### config.mk
export PLATFORM = sky130hd
export DESIGN_NAME = stim_axi_writer_flat
export DESIGN_NICKNAME = d
export VERILOG_FILES = /design/src/rtl/stim_axi_writer_if.sv /design/src/rtl/stim_axi_writer.sv /design/src/flat_wrapper.sv
export SDC_FILE = /design/constraint.sdc
export NUM_CORES = 1
export LEC_CHECK = 0
export CAP_MARGIN = 5
export CORE_UTILIZATION = 25
export DETAILED_ROUTE_END_ITERATION = 16
export MAX_ROUTING_LAYER = met4
export SYNTH_ARGS = -nofsm -noshare
export SYNTH_HDL_FRONTEND = slang
export SYNTH_SLANG_ARGS = --single-unit
### constraint.sdc
create_clock -name clk_i -period 5.3 [get_ports clk_i]
set_input_delay 0.53 -clock clk_i [delete_from_list [all_inputs] [get_ports clk_i]]
set_output_delay 0.53 -clock clk_i [all_outputs]
set_load 0.01 [all_outputs]
### src/rtl/stim_axi_writer_if.sv
// Record stream and single-beat AXI4 write channels shared by the stimulus loader
// (master modport) and its record source / AXI simulation memory (slave modport).
interface stim_axi_writer_if #(
    parameter int ADDR_WIDTH = 32,
    parameter int DATA_WIDTH = 64,
    parameter int ID_WIDTH   = 4
);
    // Handshake rule on every channel: a transfer completes on the rising clock edge
    // where valid && ready; the source holds its payload stable while valid is high
    // and unaccepted, and ready may depend on valid (never the other way round).
    logic                    rec_valid;
    logic                    rec_ready;
    logic [ADDR_WIDTH-1:0]   rec_addr;
    logic [31:0]             rec_data;

    logic                    aw_valid;
    logic                    aw_ready;
    logic [ADDR_WIDTH-1:0]   aw_addr;
    logic [ID_WIDTH-1:0]     aw_id;
    logic [7:0]              aw_len;
    logic [2:0]              aw_size;
    logic [1:0]              aw_burst;

    logic                    w_valid;
    logic                    w_ready;
    logic [DATA_WIDTH-1:0]   w_data;
    logic [DATA_WIDTH/8-1:0] w_strb;
    logic                    w_last;

    logic                    b_valid;
    logic                    b_ready;
    logic [1:0]              b_resp;

    modport master (
        input  rec_valid, rec_addr, rec_data,
        output rec_ready,
        output aw_valid, aw_addr, aw_id, aw_len, aw_size, aw_burst,
        input  aw_ready,
        output w_valid, w_data, w_strb, w_last,
        input  w_ready,
        input  b_valid, b_resp,
        output b_ready
    );

    modport slave (
        output rec_valid, rec_addr, rec_data,
        input  rec_ready,
        input  aw_valid, aw_addr, aw_id, aw_len, aw_size, aw_burst,
        output aw_ready,
        input  w_valid, w_data, w_strb, w_last,
        output w_ready,
        output b_valid, b_resp,
        input  b_ready
    );
endinterface

### src/rtl/stim_axi_writer.sv
// Stimulus loader: turns a stream of {address, 32-bit word} records into one
// single-beat AXI4 write each, tracking completions, error responses and timeouts.
module stim_axi_writer #(
    parameter int ADDR_WIDTH = 32,
    parameter int DATA_WIDTH = 64,
    parameter int ID_WIDTH   = 4,
    parameter int CNT_WIDTH  = 20,
    parameter int TIMEOUT    = 1024
) (
    input  logic                 clk_i,
    input  logic                 rst_i,
    input  logic                 start_i,
    input  logic [CNT_WIDTH-1:0] num_records_i,
    stim_axi_writer_if.master    bus,
    output logic                 busy_o,
    output logic                 done_o,
    output logic                 err_o,
    output logic [CNT_WIDTH-1:0] wr_count_o,
    output logic [CNT_WIDTH-1:0] err_count_o,
    output logic [2:0]           state_dbg_o
);

    localparam int TMO_W = $clog2(TIMEOUT + 1);

    typedef enum logic [2:0] {
        IDLE   = 3'd0,
        ACCEPT = 3'd1,
        ISSUE  = 3'd2,
        WAIT_B = 3'd3,
        FINISH = 3'd4
    } state_t;

    state_t                state_q;
    state_t                state_d;
    logic [CNT_WIDTH-1:0]  remaining_q;
    logic [CNT_WIDTH-1:0]  wr_cnt_q;
    logic [CNT_WIDTH-1:0]  err_cnt_q;
    logic                  err_q;
    logic                  done_q;
    logic [ADDR_WIDTH-1:0] addr_q;
    logic [31:0]           data_q;
    logic                  aw_done_q;
    logic                  w_done_q;
    logic [TMO_W-1:0]      tmo_q;

    logic rec_fire;
    logic aw_fire;
    logic w_fire;
    logic b_fire;
    logic aw_done_now;
    logic w_done_now;
    logic both_done;
    logic in_flight;
    logic tmo_hit;
    logic last_rec;

    function automatic logic [CNT_WIDTH-1:0] sat_inc(input logic [CNT_WIDTH-1:0] v);
        return (&v) ? v : v + CNT_WIDTH'(1);
    endfunction

    // Handshake qualifiers; AW and W retire independently of each other.
    assign bus.rec_ready = (state_q == ACCEPT);
    assign bus.aw_valid  = (state_q == ISSUE) && !aw_done_q;
    assign bus.w_valid   = (state_q == ISSUE) && !w_done_q;

    assign rec_fire    = bus.rec_valid && bus.rec_ready;
    assign aw_fire     = bus.aw_valid && bus.aw_ready;
    assign w_fire      = bus.w_valid && bus.w_ready;
    assign aw_done_now = aw_done_q || aw_fire;
    assign w_done_now  = w_done_q || w_fire;
    assign both_done   = aw_done_now && w_done_now;

    // B may land in the same cycle as the last AW/W handshake, so ready opens early.
    assign bus.b_ready = (state_q == WAIT_B) || ((state_q == ISSUE) && both_done);
    assign b_fire      = bus.b_valid && bus.b_ready;

    assign in_flight = (state_q == ISSUE) || (state_q == WAIT_B);
    assign tmo_hit   = in_flight && (tmo_q == TMO_W'(TIMEOUT - 1));
    assign last_rec  = (remaining_q == CNT_WIDTH'(1));

    // Lane steering: bit 2 of the byte address selects the upper 32-bit lane.
    assign bus.aw_addr  = {addr_q[ADDR_WIDTH-1:2], 2'b00};
    assign bus.aw_id    = '0;
    assign bus.aw_len   = 8'd0;
    assign bus.aw_size  = 3'd2;
    assign bus.aw_burst = 2'b01;
    assign bus.w_data   = addr_q[2] ? {data_q, 32'h0000_0000} : {32'h0000_0000, data_q};
    assign bus.w_strb   = addr_q[2] ? 8'hF0 : 8'h0F;
    assign bus.w_last   = 1'b1;

    assign busy_o      = (state_q == ACCEPT) || in_flight;
    assign done_o      = done_q;
    assign err_o       = err_q;
    assign wr_count_o  = wr_cnt_q;
    assign err_count_o = err_cnt_q;
    assign state_dbg_o = state_q;

    always_comb begin
        state_d = state_q;
        case (state_q)
            IDLE: begin
                if (start_i) begin
                    state_d = (num_records_i == '0) ? FINISH : ACCEPT;
                end
            end
            ACCEPT: begin
                if (rec_fire) begin
                    state_d = ISSUE;
                end
            end
            ISSUE: begin
                if (b_fire) begin
                    state_d = last_rec ? FINISH : ACCEPT;
                end else if (tmo_hit) begin
                    state_d = FINISH;
                end else if (both_done) begin
                    state_d = WAIT_B;
                end
            end
            WAIT_B: begin
                if (b_fire) begin
                    state_d = last_rec ? FINISH : ACCEPT;
                end else if (tmo_hit) begin
                    state_d = FINISH;
                end
            end
            FINISH: begin
                state_d = IDLE;
            end
            default: begin
                state_d = IDLE;
            end
        endcase
    end

    always_ff @(posedge clk_i) begin
        if (rst_i) begin
            state_q     <= IDLE;
            remaining_q <= '0;
            wr_cnt_q    <= '0;
            err_cnt_q   <= '0;
            err_q       <= 1'b0;
            done_q      <= 1'b0;
            addr_q      <= '0;
            data_q      <= '0;
            aw_done_q   <= 1'b0;
            w_done_q    <= 1'b0;
            tmo_q       <= '0;
        end else begin
            state_q <= state_d;
            done_q  <= (state_q == FINISH);
            case (state_q)
                IDLE: begin
                    if (start_i) begin
                        remaining_q <= num_records_i;
                        wr_cnt_q    <= '0;
                        err_cnt_q   <= '0;
                        err_q       <= 1'b0;
                    end
                end
                ACCEPT: begin
                    if (rec_fire) begin
                        addr_q    <= bus.rec_addr;
                        data_q    <= bus.rec_data;
                        aw_done_q <= 1'b0;
                        w_done_q  <= 1'b0;
                        tmo_q     <= '0;
                    end
                end
                ISSUE, WAIT_B: begin
                    tmo_q <= tmo_q + TMO_W'(1);
                    if (aw_fire) begin
                        aw_done_q <= 1'b1;
                    end
                    if (w_fire) begin
                        w_done_q <= 1'b1;
                    end
                    // A completed response wins over a timeout landing in the same cycle.
                    if (b_fire) begin
                        wr_cnt_q    <= sat_inc(wr_cnt_q);
                        remaining_q <= remaining_q - CNT_WIDTH'(1);
                        if (bus.b_resp != 2'b00) begin
                            err_cnt_q <= sat_inc(err_cnt_q);
                            err_q     <= 1'b1;
                        end
                    end else if (tmo_hit) begin
                        err_cnt_q <= sat_inc(err_cnt_q);
                        err_q     <= 1'b1;
                    end
                end
                default: begin
                end
            endcase
        end
    end

endmodule

### src/flat_wrapper.sv
// flat-port wrapper written by rule: the top's interface ports become plain ports
module stim_axi_writer_flat 
#(
    parameter int ADDR_WIDTH = 32,
    parameter int DATA_WIDTH = 64,
    parameter int ID_WIDTH   = 4,
    parameter int CNT_WIDTH  = 20,
    parameter int TIMEOUT    = 1024
)
  (clk_i, rst_i, start_i, num_records_i, busy_o, done_o, err_o, wr_count_o, err_count_o, state_dbg_o, bus_rec_valid, bus_rec_addr, bus_rec_data, bus_rec_ready, bus_aw_valid, bus_aw_addr, bus_aw_id, bus_aw_len, bus_aw_size, bus_aw_burst, bus_aw_ready, bus_w_valid, bus_w_data, bus_w_strb, bus_w_last, bus_w_ready, bus_b_valid, bus_b_resp, bus_b_ready);
  stim_axi_writer_if #(.ADDR_WIDTH(ADDR_WIDTH), .DATA_WIDTH(DATA_WIDTH), .ID_WIDTH(ID_WIDTH)) bus_i ();
  input  logic clk_i;
  input  logic rst_i;
  input  logic start_i;
  input  logic [CNT_WIDTH-1:0] num_records_i;
  output logic busy_o;
  output logic done_o;
  output logic err_o;
  output logic [CNT_WIDTH-1:0] wr_count_o;
  output logic [CNT_WIDTH-1:0] err_count_o;
  output logic [2:0] state_dbg_o;
  input wire logic [$bits(bus_i.rec_valid)-1:0] bus_rec_valid;
  input wire logic [$bits(bus_i.rec_addr)-1:0] bus_rec_addr;
  input wire logic [$bits(bus_i.rec_data)-1:0] bus_rec_data;
  output wire logic [$bits(bus_i.rec_ready)-1:0] bus_rec_ready;
  output wire logic [$bits(bus_i.aw_valid)-1:0] bus_aw_valid;
  output wire logic [$bits(bus_i.aw_addr)-1:0] bus_aw_addr;
  output wire logic [$bits(bus_i.aw_id)-1:0] bus_aw_id;
  output wire logic [$bits(bus_i.aw_len)-1:0] bus_aw_len;
  output wire logic [$bits(bus_i.aw_size)-1:0] bus_aw_size;
  output wire logic [$bits(bus_i.aw_burst)-1:0] bus_aw_burst;
  input wire logic [$bits(bus_i.aw_ready)-1:0] bus_aw_ready;
  output wire logic [$bits(bus_i.w_valid)-1:0] bus_w_valid;
  output wire logic [$bits(bus_i.w_data)-1:0] bus_w_data;
  output wire logic [$bits(bus_i.w_strb)-1:0] bus_w_strb;
  output wire logic [$bits(bus_i.w_last)-1:0] bus_w_last;
  input wire logic [$bits(bus_i.w_ready)-1:0] bus_w_ready;
  input wire logic [$bits(bus_i.b_valid)-1:0] bus_b_valid;
  input wire logic [$bits(bus_i.b_resp)-1:0] bus_b_resp;
  output wire logic [$bits(bus_i.b_ready)-1:0] bus_b_ready;
  assign bus_i.rec_valid = bus_rec_valid;
  assign bus_i.rec_addr = bus_rec_addr;
  assign bus_i.rec_data = bus_rec_data;
  assign bus_rec_ready = bus_i.rec_ready;
  assign bus_aw_valid = bus_i.aw_valid;
  assign bus_aw_addr = bus_i.aw_addr;
  assign bus_aw_id = bus_i.aw_id;
  assign bus_aw_len = bus_i.aw_len;
  assign bus_aw_size = bus_i.aw_size;
  assign bus_aw_burst = bus_i.aw_burst;
  assign bus_i.aw_ready = bus_aw_ready;
  assign bus_w_valid = bus_i.w_valid;
  assign bus_w_data = bus_i.w_data;
  assign bus_w_strb = bus_i.w_strb;
  assign bus_w_last = bus_i.w_last;
  assign bus_i.w_ready = bus_w_ready;
  assign bus_i.b_valid = bus_b_valid;
  assign bus_i.b_resp = bus_b_resp;
  assign bus_b_ready = bus_i.b_ready;
  stim_axi_writer #(.ADDR_WIDTH(ADDR_WIDTH), .DATA_WIDTH(DATA_WIDTH), .ID_WIDTH(ID_WIDTH), .CNT_WIDTH(CNT_WIDTH), .TIMEOUT(TIMEOUT)) u_core (.clk_i(clk_i), .rst_i(rst_i), .start_i(start_i), .num_records_i(num_records_i), .bus(bus_i), .busy_o(busy_o), .done_o(done_o), .err_o(err_o), .wr_count_o(wr_count_o), .err_count_o(err_count_o), .state_dbg_o(state_dbg_o));
endmodule
==> impl_metrics.py, run 1 <==
metrics = {
    "pwr": {
        "power.density_nw_per_um2": 355.5,
        "peakVddDrop_v": 0.0001926,
        "leakage_nw": 3.489,
    },
    "timing": {
        "finalHoldViolations": 0,
        "slew_headroom_pct": 27.65,
        "skew_ns": 0.01747,
        "slew_violations": 0,
        "setup_viol": 0,
        "finalSetupTns_ns": 0,
        "rsz0062_at_grt": "false",
        "holdWs_ns": 0.4513,
        "fmax_mhz": 317.7,
        "worst_pin_slew_ns": 1.085,
        "fin_crit_sh_pct": 59.38,
        "fin_ws_ns": 2.153,
        "period_needed_ns": 3.147,
    },
    "clocking": {
        "cts_made_buffers": 17,
        "clk_latency_ns": 0.43,
        "clock_path_buffers": 2,
        "postCtsSetupRepairBufs": 0,
        "cts_tree": "yes",
        "numClockSinks": 140,
        "htree_num_levels": 4,
        "post_cts_resized": 0,
        "clockRootBuffer": "clkbuf_16",
        "hold_buffers": 0,
        "clkTransAtPathRegs_ns": 0.07,
    },
    "grt": {
        "grt_overflow": 0,
        "grt_antenna_before_repair": 2,
        "grt_pass1_vias": 6300,
        "gr-usage-all-layers_pct": 15.44,
        "grt_first_pass_wirelength_um": 34470,
        "grt_max_degree": 77,
    },
    "logic_synthesis": {
        "netlist_instances": 926,
        "synth_edf_count": 0,
        "ys_ff_latch": 140,
        "ys_types": 64,
        "synth-async-reset-ratio_pct": 0,
        "yosysWarnings": 0,
        "seq_area_frac_synth_pct": 39.46,
        "syn_area_per_cell_um2": 7.671,
        "ys.flop_type": "dfxtp_1",
        "synth_top_cell_by_area": "dfxtp_1",
        "yosys-top-cells-area": "dfxtp_1, nand2_1, a21oi_1",
        "yosys.area.top_type_share_pct": 39.46,
        "syn_area_um2": 7103,
    },
    "drt": {
        "drc": 0,
        "drtPass1Iterations": 5,
        "routedWlPerCell_um": 14.87,
        "num_vias": 7263,
        "drt-initial-drc-count": 505,
        "vias_per_cell": 4.778,
        "wirelength_um": 22600,
        "ant_nets": 0,
    },
    "die": {
        "die_h_um": 170.6,
        "io_pins": 265,
        "core_area_um2": 27860,
        "rows": 61,
        "dieArea_um2": 29090,
        "die_w_um": 170.6,
        "initial_utilization_pct": 25.50,
    },
    "setup_path": {
        "path_delay_family": "buffers and inverters",
        "cp.depth": 3,
        "startpoint_type": "register",
        "worstPathArrival_ns": 2.62,
        "max_stage_delay_ns": 0.79,
        "crit_buf_inv": 2,
        "crit_path_cell_trace": "inv_1 > nor3_1 > clkdlybuf4s50_1",
        "cp.required_ns": 4.77,
        "critical-path-slowest-cell": "dfxtp_1",
        "rr_worst_depth": 6,
        "criticalPathCategory": "reg2out",
        "cp_max_fo": 18,
        "cp-end-kind": "primary output",
    },
    "final_layout": {
        "synthToLayoutAreaGrowth_pct": 45.50,
        "finalNonFillerCells": 1520,
        "final_nets": 1225,
        "drive_gt1_share_pct": 5.088,
    },
    "job": {
        "cap_violations": 0,
    },
    "worst_hold_path": {
        "whs_path_depth": 2,
        "hold_path.class": "reg2reg",
    },
    "placement": {
        "port_buffers": 242,
        "gp_congestion": 0.8142,
        "hpwl_um": 15740,
        "post-place-ws_ns": 2.115,
        "placed_cells": 1485,
    },
    "run_status": {
        "status": "completed",
    },
}
## state kept, by name, indices dropped and copies added, names as in the netlist
register	cells
u_core.w_done_q	1
u_core.data_q	32
u_core.aw_done_q	1
u_core.remaining_q	20
u_core.err_count_o	20
u_core.done_o	1
u_core.addr_q	30
u_core.state_dbg_o	3
u_core.tmo_q	11
u_core.err_o	1
u_core.wr_count_o	20
## Yosys cell counts (all sizes together) (4+ instances only)
library cell / instances
nor2: 52
and4: 7
o22ai: 6
nor4: 19
clkbuf: 43
or4: 22
ha: 5
nand2b: 5
o31ai: 21
xor2: 7
a22o: 4
and3: 5
a211oi: 10
or3: 13
a22oi: 5
dfxtp: 140
nand4: 11
inv: 14
mux2i: 5
o211ai: 5
nor3: 10
o21ai: 30
nand2: 177
nand3: 27
nor2b: 35
and2: 36
or2: 5
buf: 43
o21a: 4
a21oi: 117
xnor2: 7
## cell families (layout without fill, tap and decap cells)
| family | after synthesis | count (layout) | share of synthesized area [%] |
|---|---|---|---|
| fa+ha+maj | 5 | 5 | 0.8807 |
| buf+inv | 100 | 296 | 7.028 |
| mux | 6 | 6 | 0.8631 |
| other cells | 2 | 22 | 0.1057 |
| simple gates | 431 | 431 | 30.35 |
| flops | 140 | 140 | 39.46 |
| xor+xnor | 14 | 14 | 1.726 |
| compound gates | 228 | 228 | 19.59 |
## power breakdown
| part | switching [mW] | total, mW | internal, mW |
|---|---|---|---|
| Sequential | 0.132 | 1.30 | 1.17 |
| Clock | 0.512 | 1.31 | 0.797 |
| Combinational | 0.619 | 1.07 | 0.447 |
## layout make-up
type                       instances  area, µm²
clock buffer                      17      425.4
inverter                          14      52.55
clock inverter                    15      210.2
sequential                       140       2804
multi-input combinational        704       3881
fill                            2868      17520
tap                              378      473.0
antenna                            2      5.005
timing repair buffer             250       2484
## final timing paths
path,from,to,slack [ns]
max,u_core.state_dbg_o[0]$_SDFFE_PP0P_,bus_rec_ready,2.15
min,u_core.addr_q[13]$_SDFFE_PP0P_,u_core.addr_q[13]$_SDFFE_PP0P_,0.45
max reg2reg,u_core.state_dbg_o[2]$_SDFFE_PP0P_,u_core.err_count_o[11]$_SDFFE_PP0P_,2.20
min reg2reg,u_core.addr_q[13]$_SDFFE_PP0P_,u_core.addr_q[13]$_SDFFE_PP0P_,0.45
## through the flow
| step | power, mW | util [%] | instance area [µm²] |
|---|---|---|---|
| 2_1_floorplan | 1.971 | - | 7171 |
| 3_3_place_gp | 2.381 | 34.76 | 9683 |
| 3_5_place_dp | 2.394 | 34.76 | 9683 |
| 6_report | 3.674 | 37.10 | 10330 |
| 5_1_grt | 3.901 | 37.10 | 10330 |
| 4_1_cts | 3.728 | 37.04 | 10320 |
## worst reg2reg max path, cell delays in order (launching register included)
cell and delay (ns):
dfxtp_1 0.68, nand2b_1 0.22, buf_4 0.38, a41oi_1 0.17, a221o_1 0.78, or4_1 0.66, a21oi_1 0.15
## layer usage
layer | GRT usage (%) | vias up | wire length [µm]
li1 | - | 3622 | -
met1 | 19.71 | 3425 | 10400
met2 | 23.73 | 196 | 10710
met3 | 3.632 | 20 | 1070
met4 | 5.445 | 0 | 416
met5 | - | - | 0
## placed cells by master, fill, tap and decap left out, types with 6 or more instances in the layout
master | synthesis | routed
conb_1 | 2 | 20
o21ai_0 | 29 | 29
or4_1 | 22 | 22
nor2b_1 | 35 | 34
o31ai_1 | 21 | 21
buf_4 | 27 | 8
or3_1 | 13 | 13
nor2_1 | 52 | 52
a21oi_1 | 117 | 117
nand3_1 | 27 | 27
xor2_1 | 7 | 7
nand4_1 | 11 | 11
nand2_1 | 177 | 176
inv_1 | 14 | 14
dfxtp_1 | 140 | 139
clkdlybuf4s50_1 | 0 | 241
nor4_1 | 19 | 19
o22ai_1 | 6 | 6
xnor2_1 | 7 | 7
nor3_1 | 10 | 10
and4_1 | 7 | 7
clkbuf_16 | 0 | 17
a211oi_1 | 10 | 10
and2_1 | 36 | 35
Power figures use the tool's default switching activity.
==> run 2: changes to the inputs <==
clock period = 3.3 ns   (was 5.3 ns; I/O delays follow)
==> run 2 against run 1 <==
  * Routed wire length is 0.77% higher
  * Via count is 0.37% lower
  * Non-clock buffer count up 9
  * Critical path type is now reg2reg
  * Largest cell class unchanged
==> impl_metrics.py, run 2 (same netlist as run 1, synthesis figures left out) <==
metrics = {
    "timing": {
        "fin_crit_sh_pct": 80.85,
        "finalSetupTns_ns": 0,
        "period_needed_ns": 2.668,
        "slew_headroom_pct": 31.07,
        "fin_ws_ns": 0.6320,
        "worst_pin_slew_ns": 1.034,
        "skew_ns": 0.01607,
        "fmax_mhz": 374.8,
        "slew_violations": 0,
        "holdWs_ns": 0.3499,
        "setup_viol": 0,
        "rsz0062_at_grt": "false",
        "finalHoldViolations": 0,
    },
    "final_layout": {
        "final_nets": 1234,
        "largest-register": "u_core.data_q",
        "final_cell_mix": "clkdlybuf4s50_1, nand2_1, dfxtp_1, a21oi_1, nor2_1",
        "finalInstanceArea_um2": 10370,
        "antenna-diode-count": 0,
        "final_common_cell": "clkdlybuf4s50_1",
        "synthToLayoutAreaGrowth_pct": 46.01,
        "drive_gt1_share_pct": 5.831,
        "largest_register_ffs": 32,
        "reg.largest.list": "u_core.data_q (32), u_core.addr_q (30)",
    },
    "die": {
        "io_pins": 265,
        "initial_utilization_pct": 25.50,
        "die_w_um": 170.6,
        "die_h_um": 170.6,
        "core_area_um2": 27860,
        "rows": 61,
        "dieArea_um2": 29090,
    },
    "placement": {
        "dpl-instance-area_um2": 9771,
        "gp_congestion": 0.8454,
        "port_buffers": 242,
        "post-place-ws_ns": 0.2802,
        "hpwl_um": 16130,
    },
    "pwr": {
        "p_total_mw": 5.824,
        "leakage_nw": 3.523,
        "peakVddDrop_v": 0.0003440,
        "power.density_nw_per_um2": 561.5,
    },
    "setup_path": {
        "cp_max_fo": 32,
        "criticalPathCategory": "reg2reg",
        "path_delay_family": "compound AO/OA/AOI/OAI gates",
        "cp-end-kind": "register",
        "crit_start": "u_core.tmo_q[0]$_SDFFE_PP0P_",
        "crit_buf_inv": 1,
        "startpoint_type": "register",
        "worstPathArrival_ns": 3.01,
        "max_stage_delay_ns": 0.76,
        "critical-path-slowest-cell": "a221o_1",
        "cp.required_ns": 3.65,
        "worst_r2r_startpoint": "u_core.tmo_q[0]$_SDFFE_PP0P_",
        "crit_path_cell_trace": "ha_1 > and4_1 > a41oi_1 > a221o_1 > buf_4 > or3_1 > a21oi_1",
    },
    "drt": {
        "wirelength_um": 22780,
        "drtPass1Iterations": 5,
        "drc": 0,
        "ant_nets": 0,
        "drt-initial-drc-count": 404,
        "vias_per_cell": 4.739,
        "num_vias": 7236,
        "routedWlPerCell_um": 14.92,
    },
    "clocking": {
        "cts_tree": "yes",
        "numClockSinks": 140,
        "hold_buffers": 0,
        "clk_latency_ns": 0.43,
        "post_cts_resized": 0,
        "clkTransAtPathRegs_ns": 0.06,
        "clockRootBuffer": "clkbuf_16",
        "postCtsSetupRepairBufs": 0,
        "htree_num_levels": 4,
        "cts_made_buffers": 17,
        "clock_path_buffers": 2,
    },
    "worst_hold_path": {
        "min-delay-start": "rst_i",
        "hold_path.class": "in2reg",
    },
    "grt": {
        "gr-usage-all-layers_pct": 15.80,
        "grt_overflow": 0,
        "grt_antenna_before_repair": 0,
        "grt_pass1_vias": 6656,
        "grt_max_degree": 60,
        "grt_first_pass_wirelength_um": 35340,
    },
    "run_status": {
        "status": "completed",
    },
    "job": {
        "cap_violations": 0,
    },
}
==> run 2: routing by layer <==
layer / part of all wire, % / wire [µm] / vias up / track usage, %
li1: - / - / 3633 / -
met1: 45 / 10240 / 3388 / 19.42
met2: 48 / 10920 / 186 / 25.41
met3: 4.9 / 1123 / 29 / 3.100
met4: 2.2 / 493 / 0 / 6.150
met5: 0 / 0 / - / -
==> run 2: final timing paths <==
path | slack, ns | cells after the start | end
setup / recovery | 0.63 | 7 | u_core.err_count_o[0]$_SDFFE_PP0P_
hold / removal | 0.35 | 2 | u_core.remaining_q[9]$_SDFFE_PP0P_
setup reg to reg | 0.63 | 7 | u_core.err_count_o[0]$_SDFFE_PP0P_
hold reg to reg | 0.46 | 2 | u_core.addr_q[27]$_SDFFE_PP0P_
==> run 2: power breakdown <==
group | switching, mW | leakage [nW] | total [mW] | internal [mW]
combinational | 1.03 | 2.10 | 1.79 | 0.759
sequential | 0.190 | 1.14 | 2.07 | 1.88
clock | 0.821 | 0.284 | 1.97 | 1.15
total | 2.04 | 3.52 | 5.82 | 3.78
==> run 2: final cells by class <==
cell class	instances	area, µm²
repair buffers	259	2560
fillers	2921	17490
inverters	14	52.55
well taps	378	473.0
flip-flops and latches	140	2804
clock buffers	18	439.2
clock inverters	14	161.4
multi-input cells	704	3881
==> run 2: through the flow <==
step,utilization [%],std cells
after global placement,35.07,1495
final,37.23,1527
after detailed placement,35.07,1495
after floorplan,-,944
after global routing,37.23,1527
after CTS,37.23,1527
==> run 2: worst register-to-register path: cells and delay by family (launching register included) <==
family          cells  cell delay [ns]
simple gates        2             0.58
fa+ha+maj           1             0.22
flops               1             0.39
buf+inv             1             0.32
compound gates      3             1.09
